===== config.mk =====
export PLATFORM = sky130hd
export DESIGN_NAME = axis_register_skid_flat
export DESIGN_NICKNAME = d
export VERILOG_FILES = /design/src/rtl/axis_register_skid_if.sv /design/src/rtl/axis_register_skid.sv /design/src/flat_wrapper.sv
export SDC_FILE = /design/constraint.sdc
export NUM_CORES = 1
export LEC_CHECK = 0
export ABC_AREA = 1
export CORE_MARGIN = 4
export CORE_UTILIZATION = 38
export DETAILED_ROUTE_END_ITERATION = 8
export GPL_TIMING_DRIVEN = 0
export PLACE_DENSITY = 0.72
export REMOVE_ABC_BUFFERS = 1
export SYNTH_ARGS = -nofsm -noshare
export SYNTH_HDL_FRONTEND = slang
export SYNTH_SLANG_ARGS = --single-unit
export TNS_END_PERCENT = 30

===== constraint.sdc =====
create_clock -name CLK -period 1.3 [get_ports CLK]
set_input_delay 0.13 -clock CLK [delete_from_list [all_inputs] [get_ports CLK]]
set_output_delay 0.13 -clock CLK [all_outputs]
set_load 0.02 [all_outputs]

===== src/rtl/axis_register_skid_if.sv =====
// AXI-Stream bundle for axis_register_skid: payload, qualifiers and the valid/ready pair.
// USER_WIDTH=0 keeps tuser one bit wide so the ports stay legal.
interface axis_register_skid_if #(
  parameter int BYTE_WIDTH = 8,
  parameter int USER_WIDTH = 8
);
  localparam int UW = (USER_WIDTH > 0) ? USER_WIDTH : 1;

  logic [BYTE_WIDTH*8-1:0] tdata;
  logic [BYTE_WIDTH-1:0]   tkeep;
  logic [UW-1:0]           tuser;
  logic                    tvalid;
  logic                    tready;
  logic                    tlast;

  // A beat transfers on a rising edge where tvalid & tready are both 1; the source
  // holds tvalid and the payload steady until that edge, ready may change freely.
  modport master (output tdata, tkeep, tuser, tvalid, tlast, input tready);
  modport slave  (input tdata, tkeep, tuser, tvalid, tlast, output tready);
endinterface


===== src/rtl/axis_register_skid.sv =====
// Full AXI-Stream register slice: registered forward payload/valid and registered ready.
// Optional stall counter output enabled by `define AXIS_REGISTER_SKID_STALL_CNT_EN.
module axis_register_skid #(
  parameter int BYTE_WIDTH = 8,
  parameter int USER_WIDTH = 8
) (
  input  logic                  CLK,
  input  logic                  RESETN,
  axis_register_skid_if.slave   s_axis,
  axis_register_skid_if.master  m_axis,
  output logic [1:0]            dbg_state
`ifdef AXIS_REGISTER_SKID_STALL_CNT_EN
  ,
  output logic [31:0]           STALL_COUNT
`endif
);
  localparam int UW = (USER_WIDTH > 0) ? USER_WIDTH : 1;
  localparam int PW = BYTE_WIDTH*8 + BYTE_WIDTH + UW + 1;

  typedef enum logic [1:0] {
    EMPTY = 2'd0,
    BUSY  = 2'd1,
    FULL  = 2'd2
  } state_t;

  state_t        state;
  logic [PW-1:0] out_pl;
  logic [PW-1:0] skid_pl;
  logic [PW-1:0] in_pl;
  logic [UW-1:0] s_user;
  logic          s_tready_r;
  logic          m_tvalid_r;
  logic          s_hs;
  logic          m_hs;

  assign s_user = (USER_WIDTH == 0) ? '0 : s_axis.tuser;
  assign in_pl  = {s_axis.tlast, s_user, s_axis.tkeep, s_axis.tdata};
  assign s_hs   = s_axis.tvalid & s_tready_r;
  assign m_hs   = m_tvalid_r & m_axis.tready;

  assign s_axis.tready = s_tready_r;
  assign m_axis.tvalid = m_tvalid_r;
  assign {m_axis.tlast, m_axis.tuser, m_axis.tkeep, m_axis.tdata} = out_pl;
  assign dbg_state = state;

  // Ready and valid are registered alongside the state so each always reflects the
  // state being entered; ready is 0 in reset and rises on the first edge after release.
  always_ff @(posedge CLK or negedge RESETN) begin
    if (!RESETN) begin
      state      <= EMPTY;
      out_pl     <= '0;
      skid_pl    <= '0;
      s_tready_r <= 1'b0;
      m_tvalid_r <= 1'b0;
    end else begin
      case (state)
        EMPTY: begin
          s_tready_r <= 1'b1;
          if (s_hs) begin
            out_pl     <= in_pl;
            state      <= BUSY;
            m_tvalid_r <= 1'b1;
          end else begin
            m_tvalid_r <= 1'b0;
          end
        end
        BUSY: begin
          if (s_hs && m_hs) begin
            out_pl <= in_pl;
          end else if (s_hs) begin
            skid_pl    <= in_pl;
            state      <= FULL;
            s_tready_r <= 1'b0;
          end else if (m_hs) begin
            state      <= EMPTY;
            m_tvalid_r <= 1'b0;
          end
        end
        FULL: begin
          // Upstream is stalled here, so only the downstream handshake matters.
          if (m_hs) begin
            out_pl     <= skid_pl;
            state      <= BUSY;
            s_tready_r <= 1'b1;
          end
        end
        default: begin
          state      <= EMPTY;
          s_tready_r <= 1'b0;
          m_tvalid_r <= 1'b0;
        end
      endcase
    end
  end

`ifdef AXIS_REGISTER_SKID_STALL_CNT_EN
  always_ff @(posedge CLK or negedge RESETN) begin
    if (!RESETN) begin
      STALL_COUNT <= '0;
    end else if (m_tvalid_r && !m_axis.tready && (STALL_COUNT != 32'hFFFF_FFFF)) begin
      STALL_COUNT <= STALL_COUNT + 32'd1;
    end
  end
`endif
endmodule


===== src/flat_wrapper.sv =====
// flat-port wrapper written by rule: the top's interface ports become plain ports
module axis_register_skid_flat 
#(
  parameter int BYTE_WIDTH = 8,
  parameter int USER_WIDTH = 8
)
  (CLK, RESETN, dbg_state, s_axis_tdata, s_axis_tkeep, s_axis_tuser, s_axis_tvalid, s_axis_tlast, s_axis_tready, m_axis_tdata, m_axis_tkeep, m_axis_tuser, m_axis_tvalid, m_axis_tlast, m_axis_tready);
  axis_register_skid_if #(.BYTE_WIDTH(BYTE_WIDTH), .USER_WIDTH(USER_WIDTH)) s_axis_i ();
  axis_register_skid_if #(.BYTE_WIDTH(BYTE_WIDTH), .USER_WIDTH(USER_WIDTH)) m_axis_i ();
  input  logic CLK;
  input  logic RESETN;
  output logic [1:0] dbg_state;
  input wire logic [$bits(s_axis_i.tdata)-1:0] s_axis_tdata;
  input wire logic [$bits(s_axis_i.tkeep)-1:0] s_axis_tkeep;
  input wire logic [$bits(s_axis_i.tuser)-1:0] s_axis_tuser;
  input wire logic [$bits(s_axis_i.tvalid)-1:0] s_axis_tvalid;
  input wire logic [$bits(s_axis_i.tlast)-1:0] s_axis_tlast;
  output wire logic [$bits(s_axis_i.tready)-1:0] s_axis_tready;
  output wire logic [$bits(m_axis_i.tdata)-1:0] m_axis_tdata;
  output wire logic [$bits(m_axis_i.tkeep)-1:0] m_axis_tkeep;
  output wire logic [$bits(m_axis_i.tuser)-1:0] m_axis_tuser;
  output wire logic [$bits(m_axis_i.tvalid)-1:0] m_axis_tvalid;
  output wire logic [$bits(m_axis_i.tlast)-1:0] m_axis_tlast;
  input wire logic [$bits(m_axis_i.tready)-1:0] m_axis_tready;
  assign s_axis_i.tdata = s_axis_tdata;
  assign s_axis_i.tkeep = s_axis_tkeep;
  assign s_axis_i.tuser = s_axis_tuser;
  assign s_axis_i.tvalid = s_axis_tvalid;
  assign s_axis_i.tlast = s_axis_tlast;
  assign s_axis_tready = s_axis_i.tready;
  assign m_axis_tdata = m_axis_i.tdata;
  assign m_axis_tkeep = m_axis_i.tkeep;
  assign m_axis_tuser = m_axis_i.tuser;
  assign m_axis_tvalid = m_axis_i.tvalid;
  assign m_axis_tlast = m_axis_i.tlast;
  assign m_axis_i.tready = m_axis_tready;
  axis_register_skid #(.BYTE_WIDTH(BYTE_WIDTH), .USER_WIDTH(USER_WIDTH)) u_core (.CLK(CLK), .RESETN(RESETN), .s_axis(s_axis_i), .m_axis(m_axis_i), .dbg_state(dbg_state));
endmodule

Word level (Yosys, flattened, before mapping)
Index checks and enable logic that the tools add are counted.

Flip-flop bits (word level): 166. Input bits: 85. Output and inout port bits: 85.

Eq/ne operators: 10. Mux-type cells: 19. Bitwise logic cells: 4. Reduce and logical (&&, ||, !) cells: 8.

Operators with widths (count): $mux 81 (3); $pmux 81 s3 (1); $reduce_and 4->1 (3); $mux 2 (5); $ne 2x1->1 const B (5); $mux 1 (7); $pmux 1 s3 (2); $pmux 2 s3 (1); $reduce_and 3->1 (2); $ne 2x2->1 const B (2); $ne 3x1->1 const B (1); $reduce_bool 3->1 (1); $and 1x1->1 (2); $eq 2x1->1 const B (1); $eq 2x2->1 const B (1); $logic_not 2->1 (1); $not 1->1 (2); $logic_and 1x1->1 (1).

Longest topological paths before layout
Gate-level depths: netlist of the first run.

Depth in word-level cells: 5. Mapped depth: 8. Mapped depth without buffers: 7.

Worst setup path before layout of the first run
OpenSTA, ideal clock, no wires.

Kind: register to register. From: register u_core.s_tready_r (netlist: u_core.s_axis.tready). To: register u_core.out_pl[10]. Setup time: 0.118 ns. Data arrival time: 1.364 ns. Path slack: -0.182 ns. Cell stages (with the launch flop): 7. Buffers on the path: 1. Period minus slack after synthesis: 1.482 ns. Cells stage by stage: dfrtp_1 > nand2_1 > o21ai_2 > nand2_1 > buf_2 > nand2_1 > nand2_1.

Longest elaborated chain between the ends: 4.

RTL lines: start: declaration (line axis_register_skid.sv:31) `logic s_tready_r;`; start signal: assignment (line axis_register_skid.sv:53) `s_tready_r <= 1'b0;`; start signal: assignment (line axis_register_skid.sv:58) `s_tready_r <= 1'b1;`; start signal: assignment (line axis_register_skid.sv:73) `s_tready_r <= 1'b0;`; $and 1x1->1 * (line axis_register_skid.sv:38) `assign s_hs = s_axis.tvalid & s_tready_r;`; $logic_and 1x1->1 (line axis_register_skid.sv:68) `if (s_hs && m_hs) begin`; $ne 2x1->1 (no line); $reduce_and 4->1 (no line) *; end signal: assignment (line axis_register_skid.sv:60) `out_pl <= in_pl;`; end signal: assignment (line axis_register_skid.sv:69) `out_pl <= in_pl;`; end signal: assignment (line axis_register_skid.sv:82) `out_pl <= skid_pl;`; end: declaration (line axis_register_skid.sv:27) `logic [PW-1:0] out_pl;`.

Mark *: on every way between the ends. The rest lies on a longest branch, timed or not. A chain may end at the register's enable or synchronous reset.

Worst setup path in the final report of the first run
From: register u_core.state[1] (netlist: u_core.dbg_state[1]). To: register u_core.out_pl[36].

Longest elaborated chain between the ends: 3.

RTL lines: start: declaration (line axis_register_skid.sv:26) `state_t state;`; start signal: assignment (line axis_register_skid.sv:50) `state <= EMPTY;`; start signal: assignment (line axis_register_skid.sv:61) `state <= BUSY;`; start signal: assignment (line axis_register_skid.sv:72) `state <= FULL;`; $eq 2x1->1, or another cell as far along (line axis_register_skid.sv:56) `case (state)`; $ne 2x1->1 (no line) / $reduce_bool 3->1 (equally long branches); $reduce_and 4->1 (no line).

Several ways; a longest one is shown, not always the timed one.

==> flow_metrics.tcl, run 1 <==
set metrics [dict create \
    arrival_ns 1.93 \
    clkTransAtPathRegs_ns 0.07 \
    synth_cells 990 \
    drv_slew 0 \
    ys_types 11 \
    tns_ns -37.58 \
    cp.required_ns 1.61 \
    cts_sinks 166 \
    slew_headroom 0.609 \
    postPlaceCellArea_mm2 0.00961 \
    tightest_slew_ns 0.587 \
    min_path_type "in2async" \
    grt_setup_unrepaired "true" \
    setup_violations 168 \
    design.core.area_mm2 0.0195 \
    hpwl_um 12800 \
    routed_wl_um 29600 \
    grt_pass1_vias 7377 \
    holdWs_ns 0.245 \
    ant_nets 0 \
    cts.path.max_buffers 2 \
    gp_congestion 0.763 \
    fin_crit_ns 1.62 \
    layout-drive-gt1-share 0.182 \
    p_per_area_mw_per_mm2 941 \
    slowest_stage "dfrtp_2" \
    dr_total_vias 7770 \
    yosys_warnings 0 \
    drt-initial-drc-count 544 \
    status "finished with violations" \
    syn_to_final_growth_pct 56.2 \
    synth-seq-cells 166 \
    drt-vias-per-instance 5.24 \
    crit_path_cell_trace "buf_12, nand2_8, o21ai_4, clkbuf_16, buf_16, buf_6, buf_4, nand3_1, nand2_1" \
    failed_checks "setup timing" \
    worst-path-buf-inv 5 \
    dr.pass1.iters 5 \
    syn_avg_cell_area_um2 7.58 \
    use_met1 0.361 \
    ir_drop_v 0.00102 \
    numCtsBuffers 17 \
    fmax_ghz 0.617 \
    grtUsageTotal 0.251 \
    crit_path_start_kind "flop" \
    grt_pass1_wl_um 42500 \
    finalHoldViolCount 0 \
    insertedDiodeCount 0 \
    htree_levels 4 \
    use_met2 0.387 \
    final_nets 1290 \
    slowest_delay_ns 0.46 \
    max_cap_violations 0 \
    timing.final.crit_share 1.25 \
    cts-root-buf "clkbuf_16" \
    met3_usage 0.0484 \
    top_usage_layer "met2" \
    io_pins 170 \
    fin_cells 1482 \
    antenna_found_initial 0 \
    end_kind "flop" \
    start_util 0.386 \
    dieWidth_um 149 \
    stdcell_area_mm2 0.0117 \
    yosysSeqAreaShare 0.553 \
    clkLatencyLatePin_ns 0.42 \
    leakagePower_nw 5.74 \
    crit_type "reg2reg" \
    fp-row-count 51 \
    worst_clock_skew_ns 0.00778 \
    cp_max_fo 6 \
    dp_cells 1371 \
    drc 0 \
    die_h_um 149 \
    cts_tree "yes" \
    post-route-util 0.602 \
    dieArea_mm2 0.0221 \
    grt_start_max_net_pins 92 \
    crit_family "buffers and inverters" \
    grt-ovfl-total 0 \
    setup_ws_ns -0.322 \
    wl_per_cell_um 20.0 \
    port_buffers 169 \
    syn_area_mm2 0.00751 \
]
placed cells by master (no fill, tap or decap), drive strengths merged:
cell type / count
nand2: 586
nand3: 167
dfrtp: 166
clkdlybuf4s50: 83
buf: 74
clkbuf: 46
dlygate4sd2: 34
clkdlybuf4s15: 30
inv: 12
nor2: 4
clkinvlp: 4
bufinv: 3
o21ai: 3
clkinv: 2
bufbuf: 1
dlygate4sd3: 1
dlymetal6s2s: 1
synthesized netlist by cell type, drive strengths merged:
library cell,number,area [um^2]
inv,5,18.8
dfrtp,166,4150
nor2,2,10.0
nand2,582,2180
o21ai,2,17.5
buf,33,164
nand3,167,836
clkbuf,33,124
worst paths after layout:
kind / startpoint / end / slack (ns) / cells past startpoint
setup / recovery: u_core.dbg_state[1] / u_core.out_pl[36] / -0.32 / 9
hold / removal: RESETN / u_core.out_pl[45] / 0.25 / 2
setup reg to reg: u_core.dbg_state[1] / u_core.out_pl[36] / -0.32 / 9
hold reg to reg: u_core.skid_pl[31] / u_core.skid_pl[31] / 0.47 / 2
max in group asynchronous: RESETN / u_core.s_axis.tready / 0.23 / 3
min in group CLK: s_axis_tdata[10] / u_core.skid_pl[10] / 0.30 / 3
metal layers:
layer  part of all wire  wire length, um
met1               0.42            12400
met2               0.47            14000
met3              0.094             2780
met4              0.018              519
met5                  0                0
logic make-up after synthesis:
kind of cell,Yosys count,synth area share
AND/OR/NAND/NOR,751,0.404
flip-flops,166,0.553
buffers and inverters,71,0.0408
AO/OA/AOI/OAI,2,0.00233
layout make-up:
class                           instances  area [um^2]
Fill cell                            1667         7740
Tap cell                              265          332
Timing Repair inverter                  3         26.3
Timing Repair Buffer                  252         3050
Clock buffer                           18          439
Clock inverter                         13          171
Multi-Input combinational cell        760         3500
Sequential cell                       166         4160
Inverter                                5         42.5
state kept, by name, summed over array words and instances (netlist names):
signal                cells
u_core.dbg_state          2
u_core.m_axis.tvalid      1
u_core.out_pl            81
u_core.s_axis.tready      1
u_core.skid_pl           81
power breakdown:
part           internal [W]  switching [W]  leakage, nW
clock               0.00310        0.00222        0.287
combinational      0.000297       0.000252         3.57
sequential          0.00516              0         1.89
total               0.00856        0.00247         5.74
what timing repair did:
| item | 4_1_cts | 5_1_grt |
|---|---|---|
| endpoints found under the setup margin | 251 | 233 |
| hold buffers | 1 | 0 |
| buffers inserted | 31 | 15 |
| endpoints found under the hold margin | 75 | 0 |
| resized for setup | 144 | 163 |
| pin swaps | 8 | 58 |
| cloned | 23 | 10 |
per-stage QoR:
step                worst slack, ns  total power [W]
floorplan                     -4.50          0.00537
global placement              -9.06          0.00579
detailed placement            -1.54          0.00580
CTS                          -0.299           0.0111
global route                 -0.387           0.0114
finish                       -0.322           0.0110
No activity file was read; power rests on OpenSTA's default activity.
==> run 2, diff against run 1 <==
--- a/config.mk
+++ b/config.mk
@@ -7,11 +7,12 @@
 export LEC_CHECK = 0
 export ABC_AREA = 1
 export CORE_MARGIN = 4
-export CORE_UTILIZATION = 38
+export CORE_UTILIZATION = 46
 export DETAILED_ROUTE_END_ITERATION = 8
 export GPL_TIMING_DRIVEN = 0
-export PLACE_DENSITY = 0.72
+export PLACE_DENSITY = 0.83
 export REMOVE_ABC_BUFFERS = 1
+export SETUP_SLACK_MARGIN = 0.05
 export SYNTH_ARGS = -nofsm -noshare
 export SYNTH_HDL_FRONTEND = slang
 export SYNTH_SLANG_ARGS = --single-unit
==> run 2 against run 1 <==
The flow still finishes with violations (setup timing). Largest cell class unchanged. Hold slack lost 0.013 ns. Power down 2.9%. Combinational power rose by 3%. Via count rose by 8.3%. Maximum frequency shrank 6.6%. Non-clock buffer count up 11. Sequential power about the same. Highest routed layer is now met5.
==> flow_metrics.tcl, run 2 (same netlist as run 1, synthesis figures left out) <==
set metrics [dict create \
    status "finished with violations" \
    failed_checks "setup timing" \
    timing.final.crit_share 1.34 \
    syn_to_final_growth_pct 62.3 \
    grt_setup_unrepaired "true" \
    setup_violations 168 \
    clkTransAtPathRegs_ns 0.07 \
    setup_ws_ns -0.436 \
    min_path_type "in2async" \
    clkLatencyLatePin_ns 0.43 \
    p_per_area_mw_per_mm2 878 \
    layout_common_cells "485 x nand2_1, 163 x dfrtp_1, 130 x nand3_1, 83 x clkdlybuf4s50_1, 71 x nand2_2" \
    arrival_ns 2.09 \
    crit_path_start_kind "flop" \
    fp-row-count 46 \
    holdWs_ns 0.232 \
    fin_crit_ns 1.74 \
    drt-initial-drc-count 973 \
    numCtsBuffers 17 \
    end_kind "flop" \
    grt-ovfl-total 0 \
    insertedDiodeCount 0 \
    gp_congestion 0.785 \
    worst_clock_skew_ns 0.0140 \
    ant_nets 0 \
    io_pins 170 \
    ir_drop_v 0.000855 \
    start_util 0.471 \
    stdcell_area_mm2 0.0122 \
    design.core.area_mm2 0.0159 \
    drt-vias-per-instance 5.82 \
    slew_headroom 0.673 \
    total_power_w 0.0107 \
    grtUsageTotal 0.295 \
    dr_total_vias 8417 \
    dieArea_mm2 0.0184 \
    place_ws_ns -1.51 \
    hpwl_um 12500 \
    final_common_cell "nand2_1" \
    max_cap_violations 0 \
    crit_type "reg2reg" \
    drv_slew 0 \
    port_buffers 169 \
    cp_max_fo 7 \
    layout-drive-gt1-share 0.274 \
    die_h_um 136 \
    htree_levels 4 \
    dieWidth_um 136 \
    fmax_ghz 0.576 \
    tightest_slew_ns 0.491 \
    cts_sinks 166 \
    leakagePower_nw 5.95 \
    finalHoldViolCount 0 \
    fin_cells 1447 \
    routed_wl_um 32800 \
    dr.pass1.iters 6 \
    grt_start_max_net_pins 88 \
    cts-root-buf "clkbuf_16" \
    grt_pass1_wl_um 41500 \
    cts.path.max_buffers 2 \
    dp_cells 1321 \
    cts_tree "yes" \
    wl_per_cell_um 22.7 \
    cp.required_ns 1.65 \
    drc 0 \
    r2r_slack_ns -0.44 \
    postPlaceCellArea_mm2 0.00952 \
    grt_pass1_vias 7351 \
    antenna_found_initial 1 \
    final_nets 1304 \
]
## run 2: final timing paths
path	depth (start not counted)	start	endpoint
max in group asynchronous	3	RESETN	u_core.dbg_state[1]
worst min register to register	2	u_core.out_pl[3]	u_core.out_pl[3]
worst min-delay path	2	RESETN	u_core.out_pl[35]
worst max-delay path	8	u_core.dbg_state[1]	u_core.out_pl[64]
min in group CLK	3	s_axis_tdata[54]	u_core.skid_pl[54]
worst max register to register	8	u_core.dbg_state[1]	u_core.out_pl[64]
## run 2: metrics by stage
stage	utilization	setup TNS [ns]
floorplan	-	-693.91
global placement	0.576	-2532.97
detailed placement	0.597	-217.43
CTS	0.687	-43.09
global route	0.765	-56.46
finish	0.765	-51.75
## run 2: per-layer routing
metal | track usage | vias to the layer above | wire (um)
li1 | - | 3602 | -
met5 | 0 | - | 8
met2 | 0.461 | 652 | 15100
met4 | 0.102 | 2 | 1320
met3 | 0.0721 | 136 | 4210
met1 | 0.405 | 4025 | 12200
## run 2: worst max-delay path, cell delays in order (launching register included)
cell,delay [ns]
dfrtp_4,0.57
buf_6,0.15
o21ai_4,0.18
buf_12,0.18
buf_16,0.13
buf_12,0.12
buf_16,0.13
nand3_1,0.09
nand2_1,0.09
## run 2: layout make-up
type | count | area [um^2]
flip-flops and latches | 166 | 4160
multi-input cells | 764 | 3860
fillers | 1053 | 3750
repair buffers | 263 | 3240
clock buffers | 21 | 470
well taps | 216 | 270
clock inverters | 10 | 97.6
inverters | 5 | 62.6
repair inverters | 2 | 28.8
## run 2: what timing repair did
| item | CTS | global route |
|---|---|---|
| pin swaps | 14 | 72 |
| cloned | 20 | 26 |
| hold buffers | 1 | 0 |
| resized for setup | 171 | 282 |
| hold endpoints to repair | 79 | 0 |
| buffers inserted | 29 | 21 |
| setup endpoints to repair | 251 | 322 |
## run 2: power by group
group / switching, W / total, W / internal (W)
clock network: 0.00218 / 0.00498 / 0.00279
logic: 0.000270 / 0.000568 / 0.000298
registers: 0 / 0.00516 / 0.00516
